===== config.mk =====
export PLATFORM = sky130hd
export DESIGN_NAME = bf16_result_serializer
export DESIGN_NICKNAME = d
export VERILOG_FILES = /design/src/rtl/bf16_result_serializer.sv
export SDC_FILE = /design/constraint.sdc
export NUM_CORES = 1
export LEC_CHECK = 0
export CAP_MARGIN = 20
export CELL_PAD_IN_SITES_DETAIL_PLACEMENT = 1
export CELL_PAD_IN_SITES_GLOBAL_PLACEMENT = 1
export CORE_ASPECT_RATIO = 0.8
export CORE_UTILIZATION = 29
export CTS_CLUSTER_SIZE = 40
export DETAILED_ROUTE_END_ITERATION = 16
export PLACE_DENSITY = 0.55
export SYNTH_ARGS = -nofsm -noshare
export SYNTH_HDL_FRONTEND = slang
export SYNTH_SLANG_ARGS = --single-unit

===== constraint.sdc =====
create_clock -name clk_i -period 3.2 [get_ports clk_i]
set_clock_uncertainty 0.2 [all_clocks]
set_input_delay 0.64 -clock clk_i [delete_from_list [all_inputs] [get_ports clk_i]]
set_output_delay 0.64 -clock clk_i [all_outputs]
set_load 0.005 [all_outputs]

===== src/rtl/bf16_result_serializer.sv =====
// bf16_result_serializer: buffers BF16 words from the converter in a small FIFO
// and streams each one out as two bytes (MSB first) over a valid/ready byte port.
// The upstream has no backpressure, so a word that arrives while the FIFO is full
// is dropped and recorded in a sticky overflow flag.
module bf16_result_serializer #(
    parameter int DEPTH  = 8,
    parameter int ADDR_W = 3
) (
    input  logic              clk_i,
    input  logic              rst_i,
    input  logic              in_valid_i,
    input  logic [15:0]       in_data_i,
    output logic [7:0]        tx_data_o,
    output logic              tx_valid_o,
    input  logic              tx_ready_i,
    output logic [ADDR_W:0]   count_o,
    output logic              full_o,
    output logic              empty_o,
    output logic              overflow_o,
    input  logic              clr_ovf_i
);

    typedef enum logic [1:0] {IDLE, HI, LO} state_t;

    localparam logic [ADDR_W:0] DEPTH_C = (ADDR_W + 1)'(DEPTH);

    state_t              state_q;
    logic [15:0]         mem_q [DEPTH];
    logic [ADDR_W-1:0]   wr_ptr_q, rd_ptr_q;
    logic [ADDR_W:0]     count_q, count_d;
    logic                full_q, empty_q, ovf_q;
    logic [15:0]         sreg_q;
    logic [7:0]          tx_data_q;
    logic                tx_valid_q;
    logic                push, drop, pop;
    logic [15:0]         head;

    assign head = mem_q[rd_ptr_q];
    assign push = in_valid_i && !full_q;
    assign drop = in_valid_i && full_q;
    // The FSM takes the head word whenever it is idle, or when the low byte of
    // the current word is accepted (back-to-back transfer with no bubble).
    assign pop  = !empty_q && ((state_q == IDLE) || (state_q == LO && tx_ready_i));

    // Next occupancy; a push and pop on the same edge cancel out.
    always_comb begin
        count_d = count_q;
        case ({push, pop})
            2'b10:   count_d = count_q + (ADDR_W + 1)'(1);
            2'b01:   count_d = count_q - (ADDR_W + 1)'(1);
            default: count_d = count_q;
        endcase
    end

    // FIFO storage; contents need no reset because the pointers define validity.
    always_ff @(posedge clk_i) begin
        if (push) mem_q[wr_ptr_q] <= in_data_i;
    end

    // FIFO pointers, registered occupancy flags and the sticky overflow flag.
    always_ff @(posedge clk_i) begin
        if (rst_i) begin
            wr_ptr_q <= '0;
            rd_ptr_q <= '0;
            count_q  <= '0;
            full_q   <= 1'b0;
            empty_q  <= 1'b1;
            ovf_q    <= 1'b0;
        end else begin
            if (push) wr_ptr_q <= wr_ptr_q + ADDR_W'(1);
            if (pop)  rd_ptr_q <= rd_ptr_q + ADDR_W'(1);
            count_q <= count_d;
            full_q  <= (count_d == DEPTH_C);
            empty_q <= (count_d == '0);
            // A drop on the same edge as a clear leaves the flag set.
            if (drop)           ovf_q <= 1'b1;
            else if (clr_ovf_i) ovf_q <= 1'b0;
        end
    end

    // Byte serializer FSM: high byte, then low byte, with registered outputs.
    always_ff @(posedge clk_i) begin
        if (rst_i) begin
            state_q    <= IDLE;
            sreg_q     <= '0;
            tx_data_q  <= '0;
            tx_valid_q <= 1'b0;
        end else begin
            case (state_q)
                IDLE: begin
                    if (!empty_q) begin
                        sreg_q     <= head;
                        tx_data_q  <= head[15:8];
                        tx_valid_q <= 1'b1;
                        state_q    <= HI;
                    end
                end
                HI: begin
                    if (tx_ready_i) begin
                        tx_data_q <= sreg_q[7:0];
                        state_q   <= LO;
                    end
                end
                LO: begin
                    if (tx_ready_i) begin
                        if (!empty_q) begin
                            sreg_q    <= head;
                            tx_data_q <= head[15:8];
                            state_q   <= HI;
                        end else begin
                            tx_valid_q <= 1'b0;
                            state_q    <= IDLE;
                        end
                    end
                end
                default: begin
                    tx_valid_q <= 1'b0;
                    state_q    <= IDLE;
                end
            endcase
        end
    end

    assign tx_data_o  = tx_data_q;
    assign tx_valid_o = tx_valid_q;
    assign count_o    = count_q;
    assign full_o     = full_q;
    assign empty_o    = empty_q;
    assign overflow_o = ovf_q;

endmodule

### Yosys cells after proc, flatten, opt, wreduce, memory -nomap -nowiden

Memories as Yosys holds them, arrays and structs flattened. A register that Yosys moved wholly into a read port is not among the register bits.
Cells that the tools add are included.

| word-level totals | value |
|---|---|
| bits in writable memories | 128 |
| bits in read-only memories | 0 |
| flip-flop bits (word level) | 40 |
| memories | 1 |
| latch bits | 0 |

| cells by class | value |
|---|---|
| shifts and indexed selects | 0 |
| add/subtract/negate cells | 4 |
| bitwise gates (word level) | 1 |
| reductions and logical operators | 16 |
| equality and inequality tests | 9 |
| $mul | 0 |
| order comparisons | 0 |
| div/mod/pow operators | 0 |
| multiplexer cells | 23 |

Memory list:

| name | words | width | read ports | clocked after memory_dff | write ports | line | source |
|---|---|---|---|---|---|---|---|
| mem_q | 8 | 16 | 1 | 1 | 1 | 28 | `logic [15:0] mem_q [DEPTH];` |

Operators with widths:

| cell | count |
|---|---|
| two-way mux 16 bit | 2 |
| case mux 16 bit (2 select lines) | 1 |
| two-way mux 8 bit | 3 |
| case mux 8 bit (3 select lines) | 1 |
| two-way mux 1 bit | 8 |
| != test 2 bit (second input constant) | 4 |
| case mux 4 bit (2 select lines) | 1 |
| adder 3 x 1 -> 3 bit (second input constant) | 2 |
| two-way mux 2 bit | 3 |
| two-way mux 3 bit | 2 |
| case mux 2 bit (3 select lines) | 1 |
| AND reduction 3 bit | 2 |
| adder 4 x 1 -> 4 bit (second input constant) | 1 |
| == test 2 x 1 -> 1 bit (second input constant) | 2 |
| == test 2 bit (second input constant) | 2 |
| == test 4 bit (second input constant) | 1 |
| logical AND 1 bit | 4 |
| logical NOT 4 bit | 1 |
| AND reduction 4 bit | 1 |
| nonzero test 2 bit | 2 |
| subtractor 4 x 1 -> 4 bit (second input constant) | 1 |
| case mux 1 bit (3 select lines) | 1 |
| nonzero test 3 bit | 1 |
| logical NOT 1 bit | 2 |
| other kinds (4) | 4 |

### Logic depth before layout (Yosys ltp)

| depth | value |
|---|---|
| depth after elaboration | 7 |
| mapped depth | 11 |
| gate-level depth less buffers | 10 |

### Worst setup path before layout

OpenSTA, ideal clock, no wires.

| path | value |
|---|---|
| path kind | input to register |
| from | in tx_ready_i |
| to | reg empty_q, in the netlist empty_o |
| stages on the path | 10 |
| setup time | 86 ps |
| data arrival time | 2,592 ps |
| slack | 322 ps |
| path through | o21ai_2 -> inv_2 -> buf_4 -> ha_1 -> xor2_1 -> ha_1 -> a21oi_2 -> mux2i_1 -> mux2_2 -> a221oi_2 |

| on the way | value |
|---|---|
| word-level cells in the longest chain between the ends | 6 |

Ends and longest elaborated chain:

| element | line | source |
|---|---|---|
| start: declaration | 15 | `input logic tx_ready_i,` |
| logical AND 1 bit * | 43 | `assign pop = !empty_q && ((state_q == IDLE) \|\| (state_q == LO && tx_ready_i));` |
| logical OR 1 bit * | 43 |  |
| logical AND 1 bit * | 43 |  |
| == test 2 x 1 -> 1 bit / == test 2 bit (equally long branches) | 48 | `case ({push, pop})` |
| case mux 4 bit (2 select lines) * | 48 |  |
| logical NOT 4 bit * | 74 | `empty_q <= (count_d == '0);` |
| end signal: assignment | 74 |  |
| end: declaration | 31 | `logic full_q, empty_q, ovf_q;` |

Mark *: on every way between the ends. The rest lies on a longest branch, timed or not.
A chain may end at the register's enable or synchronous reset.

### Worst setup path after layout

| path | value |
|---|---|
| from | in in_valid_i |
| to | reg empty_q, in the netlist empty_o |

| on the way | value |
|---|---|
| word-level cells in the longest chain between the ends | 4 |

Ends and longest elaborated chain:

| element | line | source |
|---|---|---|
| start: declaration | 11 | `input logic in_valid_i,` |
| logical AND 1 bit * | 39 | `assign push = in_valid_i && !full_q;` |
| == test 2 x 1 -> 1 bit / == test 2 bit (equally long branches) | 48 |  |
| case mux 4 bit (2 select lines) * | 48 |  |
| logical NOT 4 bit * | 74 |  |

Marked as above.

==> results.sh <==
export IMPL_final_seq_area_sq_mm=0.00455
export IMPL_arrival_ps=2950
export IMPL_yosysWarnings=0
export IMPL_syn_to_final_growth_pct=20.4
export IMPL_max_cap_violations=0
export IMPL_ant_nets=0
export IMPL_dp_cells=740
export IMPL_die_h_um=137
export IMPL_ir_drop_mv=0.440
export IMPL_fmax_mhz=358
export IMPL_p_sw_uw=1970
export IMPL_power_share_switching_pct=30.9
export IMPL_initial_core_util_pct=30.0
export IMPL_finalCritPeriodShare_pct=87.3
export IMPL_cts_sinks=163
export IMPL_drt_total_wl_mm=14.8
export IMPL_finish_net_count=485
export IMPL_cpMostUsedCell="ha_1"
export IMPL_dr_pass1_iters=4
export IMPL_clkLatencyLatePin_ps=440
export IMPL_synthFlopType="edfxtp_1"
export IMPL_grt_max_degree=25
export IMPL_clkPwrFrac_pct=31.2
export IMPL_vias=3628
export IMPL_final_common_cell="edfxtp_1"
export IMPL_io_buffers=36
export IMPL_gp_congestion=0.685
export IMPL_layout_common_cells="edfxtp_1, mux2i_1, clkdlybuf4s50_1"
export IMPL_grt_total_usage_pct=14.0
export IMPL_diodes=0
export IMPL_syn_cell_area_sq_mm=0.00658
export IMPL_slowest_delay_ps=480
export IMPL_core_area_sq_mm=0.0219
export IMPL_clk_pin_slew_worst_paths_ps=70
export IMPL_final_cells=772
export IMPL_rows=48
export IMPL_path_class="in -> reg"
export IMPL_cts_tree="built"
export IMPL_hold_viol_final=0
export IMPL_run_status="finished, final reports clean"
export IMPL_cp_end_kind="register"
export IMPL_drc=0
export IMPL_worst_pin_slew_ps=811
export IMPL_synth_edff_count=128
export IMPL_grt_pass1_vias=3817
export IMPL_die_area_sq_mm=0.0233
export IMPL_crit_buf_inv=2
export IMPL_final_util_pct=36.2
export IMPL_final_min_clock_period_ps=2790
export IMPL_hpwl_mm=9.19
export IMPL_cp_max_fo=2
export IMPL_yosys_cell_types_count=44
export IMPL_cp_cell_sequence="clkdlybuf4s50_1, nor2b_1, inv_1, ha_1, xor2_1, ha_1, nor3b_1, o21bai_1, mux2_2, a221oi_2"
export IMPL_first_iter_violations=232
export IMPL_clock_root_buffer="clkbuf_16"
export IMPL_dpl_worst_slack_ps=-48.1
export IMPL_ys_seq_area_share_pct=69.0
export IMPL_rsz0062_at_grt="no"
export IMPL_hold_path_class="reg -> reg"
export IMPL_fill_cells=2245
export IMPL_die_x_um=170
export IMPL_cts_buffer_depth=2
export IMPL_grt_pass1_wl_mm=22.8
export IMPL_slew_headroom_pct=45.7
export IMPL_wl_per_cell_um=19.1
export IMPL_antenna_found_initial=0
export IMPL_ys_seq_elements=163
export IMPL_finalSetupViolCount=0
export IMPL_p_per_area_mw_per_mm2=803
export IMPL_leakage_uw=0.00253
export IMPL_multi_input_area_sq_mm=0.00186
export IMPL_power_uw=6370
export IMPL_synth_nets=428
export IMPL_layout_drive_gt1_share_pct=21.8
export IMPL_cts_resized_gates=0
export IMPL_post_cts_setup_buffers=0
export IMPL_cts_buffers=17
export IMPL_cp_top_family="buffers and inverters"
export IMPL_netlist_instances=402
export IMPL_combPwrFrac_pct=26.7
export IMPL_grt_overflow=0
export IMPL_syn_avg_cell_area_sq_um=16.4
export IMPL_cp_required_ps=3360
export IMPL_p_int_uw=4400
export IMPL_synthArstFlopShare_pct=0
export IMPL_worst_slack_ps=407
export IMPL_cts_hold_buf=0
export IMPL_cts_htree_levels=4
export IMPL_seqPwrFrac_pct=42.1
export IMPL_final_max_slew_viol_count=0
export IMPL_viasPerCell=4.70
export IMPL_critPathSlowestCell="clkdlybuf4s50_1"
export IMPL_startpoint_type="input port"
export IMPL_io_pins=37
synth_stat cells, types with 3 or more instances:
cell type | instances | area share [%]
mux2i_1 | 43 | 6.5
nor2_1 | 30 | 1.7
a22oi_2 | 4 | 0.76
nand2_1 | 19 | 1.1
mux4_2 | 16 | 5.5
inv_1 | 3 | 0.17
dfxtp_1 | 35 | 11
nor3_1 | 10 | 0.76
buf_4 | 7 | 0.80
edfxtp_1 | 128 | 58
xor2_1 | 5 | 0.67
nand3_1 | 10 | 0.76
nor2b_1 | 8 | 0.76
a311oi_2 | 8 | 1.8
ha_1 | 5 | 0.95
nand2b_1 | 4 | 0.38
nor3b_1 | 3 | 0.34
clkbuf_1 | 7 | 0.40
a21oi_1 | 6 | 0.46
buf_6 | 4 | 0.68
a211oi_2 | 8 | 1.5
a22oi_1 | 12 | 1.4
power groups by stage:
| stage | Combinational, uW | Clock (uW) | Sequential (uW) |
|---|---|---|---|
| after floorplan | 1210 | 0 | 2660 |
| after global placement | 1670 | 0 | 2720 |
| after detailed placement | 1720 | 0 | 2730 |
| after CTS | 1730 | 2040 | 2690 |
| after global routing | 1850 | 2130 | 2710 |
| final | 1700 | 1990 | 2680 |
metal layers:
metal  GRT usage [%]  part of all wire [%]  up-vias
met1            17.8                    47     1877
met5               0                     0        -
li1                -                     -     1671
met2            22.7                    48       58
met3            3.64                   3.3       22
met4            6.01                   1.8        0
tightest hold or removal path, delay by kind of cell (launching register included):
kind               cells  cell delay, ps
and+or+nand+nor        1              70
DFF                    1             320
AOI/OAI and AO/OA      1              50
registers in the layout, summed over array words and instances (netlist names), named ones only:
signal and cells:
count_o 4, empty_o 1, sreg_q 8, mem_q 128, rd_ptr_q 3, overflow_o 1
full_o 1, tx_valid_o 1, state_q 2, wr_ptr_q 3, tx_data_o 8
cell type report:
| type | instances | share of cell area [%] |
|---|---|---|
| clock buffer | 18 | 5.41 |
| clock inverter | 14 | 1.80 |
| inverter | 5 | 0.237 |
| multi-input combinational | 213 | 23.5 |
| sequential | 163 | 57.3 |
| tap | 300 | 4.74 |
| timing repair buffer | 59 | 6.98 |
metrics by stage:
| step | hold WS (ps) | TNS [ps] | area, sq um |
|---|---|---|---|
| 4_1_cts | 291 | 0 | 7930 |
| 5_1_grt | 300 | 0 | 7930 |
| 2_1_floorplan | 254 | 0 | 6580 |
| 3_5_place_dp | 278 | -48.1 | 7350 |
| 3_3_place_gp | 255 | 0 | 7350 |
| 6_report | 279 | 0 | 7930 |
kinds of logic (layout without fill, tap and decap cells):
kind of cell | Yosys count | in the layout | share of synthesized area (%)
flip-flops | 163 | 163 | 69.0
buffers and inverters | 26 | 96 | 2.85
AND/OR/NAND/NOR | 91 | 91 | 6.56
multiplexers | 60 | 60 | 12.2
XOR/XNOR | 7 | 7 | 0.931
AO/OA/AOI/OAI | 50 | 50 | 7.51
adder cells (fa/ha/maj) | 5 | 5 | 0.950
worst paths after layout:
check | startpoint | to | slack (ps) | cells after the start
max | in_valid_i | empty_o | 410 | 10
min | overflow_o | overflow_o | 280 | 2
min reg2reg | overflow_o | overflow_o | 280 | 2
max reg2reg | state_q[1] | empty_o | 550 | 10
(Power assumes the default switching activity.)
